===== src/rtl/lnrv_exu_wbck_pkg.sv =====
// Shared writeback definitions: data width, register-index width and one-hot source-select encoding.
package lnrv_exu_wbck_pkg;

    localparam int XLEN   = 32;
    localparam int RIDX_W = 5;

    typedef logic [2:0] wbck_src_t;

    localparam wbck_src_t WBCK_SRC_ALU = 3'b001;
    localparam wbck_src_t WBCK_SRC_LSU = 3'b010;
    localparam wbck_src_t WBCK_SRC_MDV = 3'b100;

    // x0 is hardwired to zero, so only non-zero indices really write.
    function automatic logic rd_writes(input logic [RIDX_W-1:0] rd);
        return rd != '0;
    endfunction

endpackage


===== src/rtl/lnrv_wbck_arb.sv =====
// Combinational 3-way fixed-priority arbiter, one-hot grant, zero latency.
// Normal order lsu > mdv > alu; i_alu_first rotates to alu > lsu > mdv.
module lnrv_wbck_arb
    import lnrv_exu_wbck_pkg::*;
(
    input  wbck_src_t i_req,
    input  logic      i_alu_first,
    output wbck_src_t o_gnt
);

    always_comb begin
        o_gnt = '0;
        if (i_alu_first && ((i_req & WBCK_SRC_ALU) != '0)) begin
            o_gnt = WBCK_SRC_ALU;
        end else if ((i_req & WBCK_SRC_LSU) != '0) begin
            o_gnt = WBCK_SRC_LSU;
        end else if ((i_req & WBCK_SRC_MDV) != '0) begin
            o_gnt = WBCK_SRC_MDV;
        end else if ((i_req & WBCK_SRC_ALU) != '0) begin
            o_gnt = WBCK_SRC_ALU;
        end
    end

endmodule


===== src/rtl/lnrv_exu_wbck.sv =====
// GPR writeback arbiter plus one-entry register stage; 1 cycle source handshake to rf_wbck_vld.
// Stage drains and loads in the same cycle; a stalled stage drops every source ready.
module lnrv_exu_wbck #(
    parameter int STARVE_MAX = 4,
    parameter int XLEN       = 32
) (
    input  logic                                  clk,
    input  logic                                  rst_n,

    input  logic                                  alu_wbck_vld,
    output logic                                  alu_wbck_rdy,
    input  logic [lnrv_exu_wbck_pkg::RIDX_W-1:0]  alu_wbck_rd,
    input  logic [XLEN-1:0]                       alu_wbck_data,

    input  logic                                  lsu_wbck_vld,
    output logic                                  lsu_wbck_rdy,
    input  logic [lnrv_exu_wbck_pkg::RIDX_W-1:0]  lsu_wbck_rd,
    input  logic [XLEN-1:0]                       lsu_wbck_data,

    input  logic                                  mdv_wbck_vld,
    output logic                                  mdv_wbck_rdy,
    input  logic [lnrv_exu_wbck_pkg::RIDX_W-1:0]  mdv_wbck_rd,
    input  logic [XLEN-1:0]                       mdv_wbck_data,

    output logic                                  rf_wbck_vld,
    input  logic                                  rf_wbck_rdy,
    output logic [lnrv_exu_wbck_pkg::RIDX_W-1:0]  rf_wbck_rd,
    output logic [XLEN-1:0]                       rf_wbck_data,
    output logic                                  rf_wbck_wen,

    output logic                                  fwd_vld,
    output logic [lnrv_exu_wbck_pkg::RIDX_W-1:0]  fwd_rd,
    output logic [XLEN-1:0]                       fwd_data
);

    import lnrv_exu_wbck_pkg::*;

    localparam int CNT_W = $clog2(STARVE_MAX + 1);
    localparam logic [CNT_W-1:0] CNT_MAX = CNT_W'(STARVE_MAX);

    logic                r_vld;
    logic                r_wen;
    logic [RIDX_W-1:0]   r_rd;
    logic [XLEN-1:0]     r_data;
    logic [CNT_W-1:0]    r_starve_cnt;

    logic                w_stage_free;
    logic                w_alu_first;
    wbck_src_t           w_req;
    wbck_src_t           w_gnt;
    logic                w_xfer;
    logic [RIDX_W-1:0]   w_sel_rd;
    logic [XLEN-1:0]     w_sel_data;

    assign w_stage_free = ~r_vld | rf_wbck_rdy;
    assign w_alu_first  = (r_starve_cnt == CNT_MAX) & alu_wbck_vld;

    assign w_req = ({3{alu_wbck_vld}} & WBCK_SRC_ALU)
                 | ({3{lsu_wbck_vld}} & WBCK_SRC_LSU)
                 | ({3{mdv_wbck_vld}} & WBCK_SRC_MDV);

    lnrv_wbck_arb u_arb (
        .i_req       (w_req),
        .i_alu_first (w_alu_first),
        .o_gnt       (w_gnt)
    );

    assign alu_wbck_rdy = ((w_gnt & WBCK_SRC_ALU) != '0) & w_stage_free;
    assign lsu_wbck_rdy = ((w_gnt & WBCK_SRC_LSU) != '0) & w_stage_free;
    assign mdv_wbck_rdy = ((w_gnt & WBCK_SRC_MDV) != '0) & w_stage_free;
    assign w_xfer       = alu_wbck_rdy | lsu_wbck_rdy | mdv_wbck_rdy;

    always_comb begin
        w_sel_rd   = alu_wbck_rd;
        w_sel_data = alu_wbck_data;
        if ((w_gnt & WBCK_SRC_LSU) != '0) begin
            w_sel_rd   = lsu_wbck_rd;
            w_sel_data = lsu_wbck_data;
        end else if ((w_gnt & WBCK_SRC_MDV) != '0) begin
            w_sel_rd   = mdv_wbck_rd;
            w_sel_data = mdv_wbck_data;
        end
    end

    always_ff @(posedge clk or negedge rst_n) begin
        if (!rst_n) begin
            r_vld  <= 1'b0;
            r_wen  <= 1'b0;
            r_rd   <= '0;
            r_data <= '0;
        end else if (w_xfer) begin
            r_vld  <= 1'b1;
            r_wen  <= rd_writes(w_sel_rd);
            r_rd   <= w_sel_rd;
            r_data <= w_sel_data;
        end else if (r_vld && rf_wbck_rdy) begin
            r_vld  <= 1'b0;
            r_wen  <= 1'b0;
        end
    end

    // A stalled stage blocks everyone equally, so it must not count as starvation.
    always_ff @(posedge clk or negedge rst_n) begin
        if (!rst_n) begin
            r_starve_cnt <= '0;
        end else if (!alu_wbck_vld || alu_wbck_rdy) begin
            r_starve_cnt <= '0;
        end else if (w_stage_free && (r_starve_cnt != CNT_MAX)) begin
            r_starve_cnt <= r_starve_cnt + 1'b1;
        end
    end

    assign rf_wbck_vld  = r_vld;
    assign rf_wbck_wen  = r_wen;
    assign rf_wbck_rd   = r_rd;
    assign rf_wbck_data = r_data;

    assign fwd_vld  = r_vld & r_wen;
    assign fwd_rd   = r_rd;
    assign fwd_data = r_data;

endmodule


===== config.mk =====
export PLATFORM = sky130hd
export DESIGN_NAME = lnrv_exu_wbck
export DESIGN_NICKNAME = d
export VERILOG_FILES = /design/src/rtl/lnrv_exu_wbck_pkg.sv /design/src/rtl/lnrv_wbck_arb.sv /design/src/rtl/lnrv_exu_wbck.sv
export SDC_FILE = /design/constraint.sdc
export NUM_CORES = 1
export LEC_CHECK = 0
export CORE_MARGIN = 4
export CORE_UTILIZATION = 39
export CTS_CLUSTER_DIAMETER = 30
export DETAILED_ROUTE_END_ITERATION = 16
export GPL_ROUTABILITY_DRIVEN = 0
export PLACE_DENSITY = 0.84
export SLEW_MARGIN = 25
export SYNTH_ARGS = -nofsm -noshare
export SYNTH_HDL_FRONTEND = slang
export SYNTH_SLANG_ARGS = --single-unit

===== constraint.sdc =====
create_clock -name clk -period 3.7 [get_ports clk]
set_input_delay 0.555 -clock clk [delete_from_list [all_inputs] [get_ports clk]]
set_output_delay 0.555 -clock clk [all_outputs]
set_load 0.1 [all_outputs]

* After elaboration in Yosys (flattened, before gate mapping)
Cells that the tools add are included.
** Storage, ports and cells
- Bits in registers :: 42
- Output and inout port bits :: 80
** Operators by class
- $add $sub $neg :: 1
- Equal/unequal tests :: 2
- Mux-type cells :: 13
- Bitwise gates (word level) :: 11
- Reductions and logical operators :: 8
** Operator list (number)
- $mux 32 :: 2
- $mux 3 :: 5
- $mux 5 :: 2
- $and 1x1->1 :: 5
- $reduce_bool 5->1 :: 1
- $mux 1 :: 4
- $reduce_bool 2->1 :: 2
- $add 3x1->3 const B :: 1
- $eq 3x3->1 const B :: 1
- $logic_and 1x1->1 :: 3
- $ne 3x3->1 const B :: 1
- $or 1x1->1 :: 3
- $or 2x3->3 :: 1
- $or 1x2->2 :: 1
- $logic_not 1->1 :: 1
- $logic_or 1x1->1 :: 1
- $not 1->1 :: 1

* Longest topological paths before layout
Gate-level depths: netlist of run 1.
- Depth after elaboration :: 10
- Gate-level depth with buffers :: 9
- Mapped depth without buffers :: 7

* Modules after synthesis
A second synthesis of run 1 with hierarchy kept.
** Second synthesis, totals
- Cells, all modules :: 318
- Area total of the unflattened synthesis :: 2738.9 um2
** By module, submodules not included
- lnrv_exu_wbck :: times used 1, cells each 313, area an instance 2700.1 um2
- lnrv_wbck_arb :: times used 1, cells each 5, area an instance 38.8 um2

* Least setup slack after synthesis of run 1
OpenSTA, ideal clock, no wires.
- Path type :: in2out
- Start point :: input lsu_wbck_vld
- End point :: output mdv_wbck_rdy
- Arrival time :: 2.460 ns
- Data required time :: 3.145 ns
- Slack :: 0.685 ns
- Cell stages on the path :: 5
- Path through :: buf_2 nor2b_4 nand2_8 buf_12 nor2_1
** On the way
- Longest elaborated chain between the ends :: 5
** Ends and longest elaborated chain
- start: declaration :: line lnrv_exu_wbck.sv:15 : input logic lsu_wbck_vld,
- $or 1x2->2 :: line lnrv_exu_wbck.sv:59 : | ({3{lsu_wbck_vld}} & WBCK_SRC_LSU)
- $or 2x3->3 :: line lnrv_exu_wbck.sv:60 : | ({3{mdv_wbck_vld}} & WBCK_SRC_MDV);
- $mux 3 :: line lnrv_wbck_arb.sv:15 : end else if ((i_req & WBCK_SRC_LSU) != '0) begin
- $mux 3 :: line lnrv_wbck_arb.sv:13 : if (i_alu_first && ((i_req & WBCK_SRC_ALU) != '0)) begin
- $and 1x1->1 :: line lnrv_exu_wbck.sv:70 : assign mdv_wbck_rdy = ((w_gnt & WBCK_SRC_MDV) != '0) & w_stage_free;
- end: declaration :: line lnrv_exu_wbck.sv:21 : output logic mdv_wbck_rdy,
Every way passes these cells.

* Worst setup path after layout of run 1
Ends and elaborated chain as after synthesis.

==> flow_summary.yaml, run 1 <==
global_route:
  grt_pass1_vias: 2728
  grt_antenna_before_repair: 0
  grt_max_degree: 74
  overflow: 0
  grt_pass1_wl_um: 13800
  grt_usage_pct: 19.3
place:
  io_buffers: 196
  hpwl_um: 7080
  dp.cells: 531
  place_area_um2: 4610
setup_path:
  cp.required_ns: 3.14
  cp_max_fo: 33
  path_class: "primary input to output pin"
  arrival_ns: 2.26
  endpoint_kind: "output pin"
  crit_path_start_kind: "primary input"
synthesis:
  synth_fa_ha_area_share_pct: 0.857
  synth-seq-cells: 42
  synth.top_cells.by_count: "42 x dfrtp_1, 39 x buf_4, 36 x nor2_1, 33 x a21o_1, 32 x mux2i_1"
  avgSynthCellArea_um2: 10.1
  synth_top_family_by_area: "compound AO/OA/AOI/OAI gates"
  synthMuxAreaShare_pct: 11.7
  yosysTopAreaCell: "dfrtp_1"
  synth_top_area_share_pct: 36.0
  postSynthCellCount: 289
  synthTopCellsByArea: "dfrtp_1 36%, mux2i_1 11%, buf_4 10%"
  yosysSeqAreaShare_pct: 36.0
  synth_area_um2: 2920
  yosys.area_share.simple_pct: 12.0
  yosysMostFrequentCell: "dfrtp_1"
  async_flop_share_pct: 100
  ys_types: 34
  ys_warn_count: 0
  synth_edf_count: 0
  synth_fp_nets: 408
  synth_xor_area_share_pct: 0
  synthFlopType: "dfrtp_1"
  synth_compound_area_share_pct: 24.0
clocking:
  ctsRootBufferMaster: "clkbuf_8"
  path_clk_slew_ns: 0.08
  clockBufferDepth: 2
  numCtsBuffers: 5
  cts_tree: "built"
  clock_latency_ns: 0.28
  clock-sinks: 42
  cts_resized: 0
  post-cts-setup-buffers: 0
  cts_hold_buffers: 0
  htreeDepth: 2
sta:
  hold_viol: 0
  setup_viol_count_final: 0
  min_period_ns: 2.82
  grt_setup_unrepaired: "false"
  final.setup.tns_ns: 0
  tightest_slew_ns: 1.02
  layout_worst_path_cycle_share_pct: 76.1
  max_freq_ghz: 0.355
  hold-worst-slack_ns: 0.250
  finClkSkew_ns: 0.00597
  slew_headroom_pct: 31.9
  slew_violations: 0
floorplanning:
  num_rows: 31
  coreArea_um2: 7250
  fp.dieW_um: 94.5
  start_util_pct: 40.2
  dieArea_um2: 8930
  ios: 197
  die_h_um: 94.5
worst_hold_path:
  min_path_type: "primary input to async pin"
routing:
  drc_errors: 0
  num_vias: 2699
  drt_iter0_drc: 80
  dr.pass1.iters: 5
  wl_um: 8930
  ant_nets: 0
  via_per_inst: 5.01
  wl_per_cell_um: 16.6
power:
  pwr_density_cell_nw_per_um2: 558
  irDropWorstVdd_uv: 360
  leakage_nw: 2.13
  p_total_mw: 2.63
job:
  drv_cap: 0
outcome:
  status: "finished clean"
layout:
  diodes: 0
  stdcell_area_um2: 4710
  syn_to_final_growth_pct: 61.5
  final_nets: 558
  fin_cells: 539
  drive_above_1_share_pct: 9.09
## sequential cells by signal, summed over array words and instances, names as in the netlist
name	flops
rf_wbck_wen	1
rf_wbck_vld	1
fwd_data	32
fwd_rd	5
r_starve_cnt	3
## through the flow
| stage | util (%) | worst slack (ns) |
|---|---|---|
| finish | 65.0 | 0.883 |
| global route | 65.0 | 0.761 |
| CTS | 65.0 | 0.886 |
| detailed placement | 63.5 | 0.883 |
| global placement | 63.5 | 0.935 |
| floorplan | - | 0.685 |
## kinds of logic after synthesis
group | Yosys count
mux | 34
compound gates | 81
buf+inv | 60
flops | 42
fa+ha+maj | 2
simple gates | 70
## metal layers
| layer | wire, um | part of all wire (%) | global-route usage [%] |
|---|---|---|---|
| met3 | 763 | 8.5 | 4.78 |
| met4 | 29 | 0.32 | 3.25 |
| met1 | 3330 | 37 | 22.5 |
| met2 | 4810 | 54 | 36.3 |
| met5 | 0 | 0 | 0 |
## placed cells by master, fill, tap and decap left out, types with 4 or more instances in the layout
cell               n
clkdlybuf4s50_1  192
dfrtp_1           42
nor2_1            36
a21o_1            33
mux2i_1           32
a211oi_2          20
a211oi_1          12
nand3_1           10
o21ai_0            7
nand2_1            7
clkbuf_8           5
buf_4              5
inv_1              4
and3_1             4
## worst paths after layout
| check | startpoint | to | slack (ns) | depth (start not counted) |
|---|---|---|---|---|
| setup reg to reg | r_starve_cnt[0] | fwd_data[4] | 1.59 | 8 |
| hold / removal | rst_n | fwd_data[11] | 0.25 | 1 |
| min in group clk | fwd_data[13] | fwd_data[13] | 0.51 | 1 |
| setup / recovery | lsu_wbck_vld | mdv_wbck_rdy | 0.88 | 5 |
| hold reg to reg | fwd_data[13] | fwd_data[13] | 0.51 | 1 |
| max in group asynchronous | rst_n | fwd_rd[2] | 3.06 | 1 |
## worst max-delay path, stage by stage
cell and delay (ns):
clkdlybuf4s50_1 0.63, nor2b_4 0.34, nand2_8 0.25, nor2_1 0.16, buf_4 0.30
## report_power, final
part	leakage, nW	switching [mW]	internal, mW	total, mW
clock	0.0524	0.150	0.202	0.352
sequential	0.503	0.0631	0.530	0.593
combinational	1.58	1.25	0.435	1.69
total	2.13	1.47	1.17	2.63
## final cells by class
cell class | count | area (um2)
Clock buffer | 7 | 76.3
Clock inverter | 1 | 30.0
Fill cell | 612 | 2540
Inverter | 4 | 15.0
Multi-Input combinational cell | 187 | 1420
Sequential cell | 42 | 1050
Tap cell | 99 | 124
Timing Repair Buffer | 199 | 2000
No activity file was read; power rests on OpenSTA's default activity.
==> run 2: changes to the inputs <==
Settings changed: CORE_UTILIZATION 39 to 33, PLACE_DENSITY 0.84 to 0.75.
Clock period 3.7 ns to 2.38 ns, I/O delays scaled along.
==> flow_summary.yaml, run 2 (synthesized netlist as in run 1, its figures left out) <==
outcome:
  status: "finished clean"
clocking:
  clock_latency_ns: 0.29
  path_clk_slew_ns: 0.08
  post-cts-setup-buffers: 0
  cts_resized: 0
  ctsRootBufferMaster: "clkbuf_8"
  htreeDepth: 2
  clockBufferDepth: 2
  numCtsBuffers: 5
  clock-sinks: 42
  cts_hold_buffers: 0
  cts_tree: "built"
layout:
  final_cell_mix: "115 x clkdlybuf4s50_1, 81 x buf_4, 42 x dfrtp_1, 34 x nor2_1, 33 x a21o_1"
  seqCellArea_um2: 1050
  nFillCells: 792
  final_common_cell: "clkdlybuf4s50_1"
  syn_to_final_growth_pct: 60.4
  drive_above_1_share_pct: 28.5
  largest_register_ff_count: 32
  multi_input_comb_area_um2: 1420
  diodes: 0
  final_nets: 565
floorplanning:
  start_util_pct: 33.6
  die_h_um: 102
  coreArea_um2: 8680
  num_rows: 34
  ios: 197
  dieArea_um2: 10400
  fp.dieW_um: 102
setup_path:
  arrival_ns: 1.83
  endpoint_kind: "output pin"
  cp-startpoint: "lsu_wbck_vld"
  cp.required_ns: 2.02
  path_class: "primary input to output pin"
  r2r-start: "r_starve_cnt[0]"
  crit_path_start_kind: "primary input"
  cp_max_fo: 9
power:
  irDropWorstVdd_uv: 512
  pwr_density_cell_nw_per_um2: 871
  p_total_mw: 4.08
  leakage_nw: 2.28
place:
  io_buffers: 196
  hpwl_um: 7150
routing:
  drc_errors: 0
  drt_iter0_drc: 50
  num_vias: 2686
  via_per_inst: 4.85
  dr.pass1.iters: 4
  wl_um: 8880
  ant_nets: 0
  wl_per_cell_um: 16.0
sta:
  slew_violations: 0
  layout_worst_path_cycle_share_pct: 91.7
  slew_headroom_pct: 68.1
  max_freq_ghz: 0.458
  final.setup.tns_ns: 0
  setup_viol_count_final: 0
  hold_viol: 0
  min_period_ns: 2.18
  tightest_slew_ns: 0.477
  finClkSkew_ns: 0.00290
  grt_setup_unrepaired: "false"
global_route:
  grt_max_degree: 38
  grt_antenna_before_repair: 0
  overflow: 0
  grt_pass1_wl_um: 13700
  grt_pass1_vias: 2786
  grt_usage_pct: 16.5
job:
  drv_cap: 0
worst_hold_path:
  min_path_type: "primary input to async pin"
run 2: cell types whose count changed in the layout (fill, tap and decap cells not counted), moves of 2 or more:
cell	before	now
buf_12	2	9
buf_4	5	81
clkbuf_1	2	0
clkdlybuf4s50_1	192	115
nor2_1	36	34
nor2_2	0	2
run 2: critical path, stage by stage:
cell             delay, ns
clkdlybuf4s50_1       0.77
nor2_1                0.12
a21o_1                0.20
and3_1                0.20
buf_12                0.17
run 2: worst paths after layout:
| check | endpoint | slack, ns | cells past startpoint |
|---|---|---|---|
| min in group clk | fwd_data[3] | 0.50 | 1 |
| hold reg to reg | fwd_data[3] | 0.50 | 1 |
| max in group asynchronous | fwd_data[24] | 1.67 | 2 |
| setup reg to reg | fwd_data[14] | 0.42 | 8 |
| hold / removal | fwd_data[11] | 0.01 | 1 |
| setup / recovery | alu_wbck_rdy | 0.20 | 5 |
run 2: cell type report:
class                   count  share of cell area [%]
clock buffers               6                    1.76
repair buffers            206                    41.5
clock inverters             1                   0.641
multi-input cells         187                    30.4
inverters                   4                   0.321
flip-flops and latches     42                    22.4
well taps                 108                    2.89
run 2: power by group:
part	internal, mW	switching (mW)	leakage [nW]
registers	0.824	0.106	0.503
clock network	0.336	0.238	0.0573
logic	0.625	1.95	1.72
run 2: metal layers:
metal	part of all wire, %	vias up	track usage, %
met2	53	109	30.4
met5	0	-	0
met3	8.7	8	3.55
met1	38	1263	19.5
met4	0.92	0	3.63
li1	-	1306	-
run 2: metrics by stage:
step           area [um2]  utilization [%]  std cells  hold slack [ns]  setup WS, ns
2_1_floorplan        2920                -        289           0.0614        0.0592
3_3_place_gp         4570             52.7        547            0.340         0.181
3_5_place_dp         4570             52.7        547            0.344         0.115
4_1_cts              4680             54.0        554           0.0244         0.203
5_1_grt              4680             54.0        554           0.0471         0.104
6_report             4680             54.0        554           0.0114         0.198
==> run 3: changes to the inputs <==
Settings changed: GPL_TIMING_DRIVEN from default to 0.
==> flow_summary.yaml, run 3 (synthesized netlist as in run 1, its figures left out) <==
outcome:
  status: "finished clean"
floorplanning:
  start_util_pct: 33.6
  dieArea_um2: 10400
  die_h_um: 102
  num_rows: 34
  ios: 197
  coreArea_um2: 8680
  fp.dieW_um: 102
routing:
  wl_per_cell_um: 16.3
  dr.pass1.iters: 4
  drc_errors: 0
  via_per_inst: 4.84
  drt_iter0_drc: 43
  num_vias: 2896
  ant_nets: 0
  wl_um: 9760
layout:
  fin_cells: 598
  diodes: 0
  drive_above_1_share_pct: 18.6
  final_common_cell: "clkdlybuf4s50_1"
  final_nets: 610
  largest_register_ff_count: 32
  syn_to_final_growth_pct: 74.6
  final_cell_mix: "189 x clkdlybuf4s50_1, 42 x dfrtp_1, 41 x buf_4, 33 x a21o_1, 33 x nor2_1"
sta:
  layout_setup_ws_ns: 0.0669
  grt_setup_unrepaired: "false"
  hold_viol: 0
  slew_violations: 0
  min_period_ns: 2.31
  slew_headroom_pct: 33.5
  tightest_slew_ns: 0.995
  max_freq_ghz: 0.432
  finClkSkew_ns: 0.00564
  setup_viol_count_final: 0
  layout_worst_path_cycle_share_pct: 97.2
clocking:
  clockBufferDepth: 2
  cts_hold_buffers: 0
  numCtsBuffers: 5
  clock_latency_ns: 0.28
  htreeDepth: 2
  ctsRootBufferMaster: "clkbuf_8"
  cts_tree: "built"
  post-cts-setup-buffers: 0
  clock-sinks: 42
  path_clk_slew_ns: 0.08
setup_path:
  crit_chain: "buf_4 -> clkdlybuf4s50_1"
  arrival_ns: 1.96
  endpoint_kind: "output pin"
  path_buf_inv: 2
  crit_family: "buffers and inverters"
  slowest_delay_ns: 1.11
  path_class: "flop to output pin"
  crit_path_start_kind: "flop"
  cp_max_fo: 3
  cp.required_ns: 2.02
  crit_slowest_cell: "clkdlybuf4s50_1"
place:
  post-place-ws_ns: -0.804
  hpwl_um: 8190
  io_buffers: 195
  dp.cells: 593
global_route:
  grt_max_degree: 25
  overflow: 0
  grt_antenna_before_repair: 0
  grt_pass1_vias: 3071
  grt_pass1_wl_um: 15000
  grt_usage_pct: 18.2
power:
  pwr_density_cell_nw_per_um2: 818
  irDropWorstVdd_uv: 686
  leakage_nw: 2.38
job:
  drv_cap: 0
worst_hold_path:
  min_path_type: "primary input to async pin"
==> run 3: through the flow <==
| stage | hold WS, ns | area [um2] | power, mW | utilization, % | TNS, ns |
|---|---|---|---|---|---|
| final | 0.0154 | 5100 | 4.17 | 58.7 | 0 |
| after global routing | 0.0448 | 5100 | 4.34 | 58.7 | 0 |
| after CTS | 0.0256 | 5090 | 4.20 | 58.7 | 0 |
| after detailed placement | 0.340 | 5030 | 3.75 | 57.9 | -2.16 |
| after global placement | 0.491 | 5010 | 3.72 | 57.7 | -10.60 |
| after floorplan | 0.0614 | 2920 | 3.00 | - | 0 |
==> run 3: worst paths after layout <==
check,start,endpoint,slack (ns),cells past startpoint
setup / recovery,fwd_data[29],rf_wbck_data[29],0.07,2
hold / removal,rst_n,fwd_data[12],0.02,1
setup reg to reg,r_starve_cnt[0],fwd_data[4],0.54,8
hold reg to reg,fwd_data[11],fwd_data[11],0.50,1
max in group asynchronous,rst_n,fwd_data[24],1.87,2
min in group clk,fwd_data[11],fwd_data[11],0.50,1
==> run 3: power breakdown <==
| part | total (mW) | internal, mW | leakage, nW | switching (mW) |
|---|---|---|---|---|
| registers | 0.928 | 0.824 | 0.503 | 0.104 |
| clock network | 0.453 | 0.224 | 0.0431 | 0.229 |
| logic | 2.79 | 0.806 | 1.83 | 1.98 |
| total | 4.17 | 1.85 | 2.38 | 2.31 |
==> run 3: final cells by class <==
class / instances / area, um2
Clock buffer: 6 / 82.6
Inverter: 4 / 15.0
Timing Repair Buffer: 196 / 1960
Tap cell: 108 / 135
Sequential cell: 42 / 1050
Multi-Input combinational cell: 187 / 1420
Fill cell: 776 / 3580
Buffer: 55 / 432
==> run 3: worst reg2reg max path: stages, from the launching register on <==
cell and delay (ns):
dfrtp_1 0.41, inv_1 0.07, ha_1 0.24, nand3_4 0.14, nand2_1 0.15, buf_6 0.21, buf_4 0.25, a211oi_1 0.11
a21o_1 0.16
==> run 3: layer usage <==
layer  GRT usage (%)  routed length [um]  up-vias
li1                -                   -     1397
met1            20.6                3500     1334
met2            32.8                5060      143
met3            5.19                 957       22
met4            5.75                 240        0
met5               0                   0        -
==> run 3: repair_timing <==
| action | 4_1_cts | 5_1_grt |
|---|---|---|
| setup endpoints to repair | 3 | 4 |
| gates cloned | 0 | 0 |
| gates resized for setup | 17 | 4 |
| pin swaps | 0 | 0 |
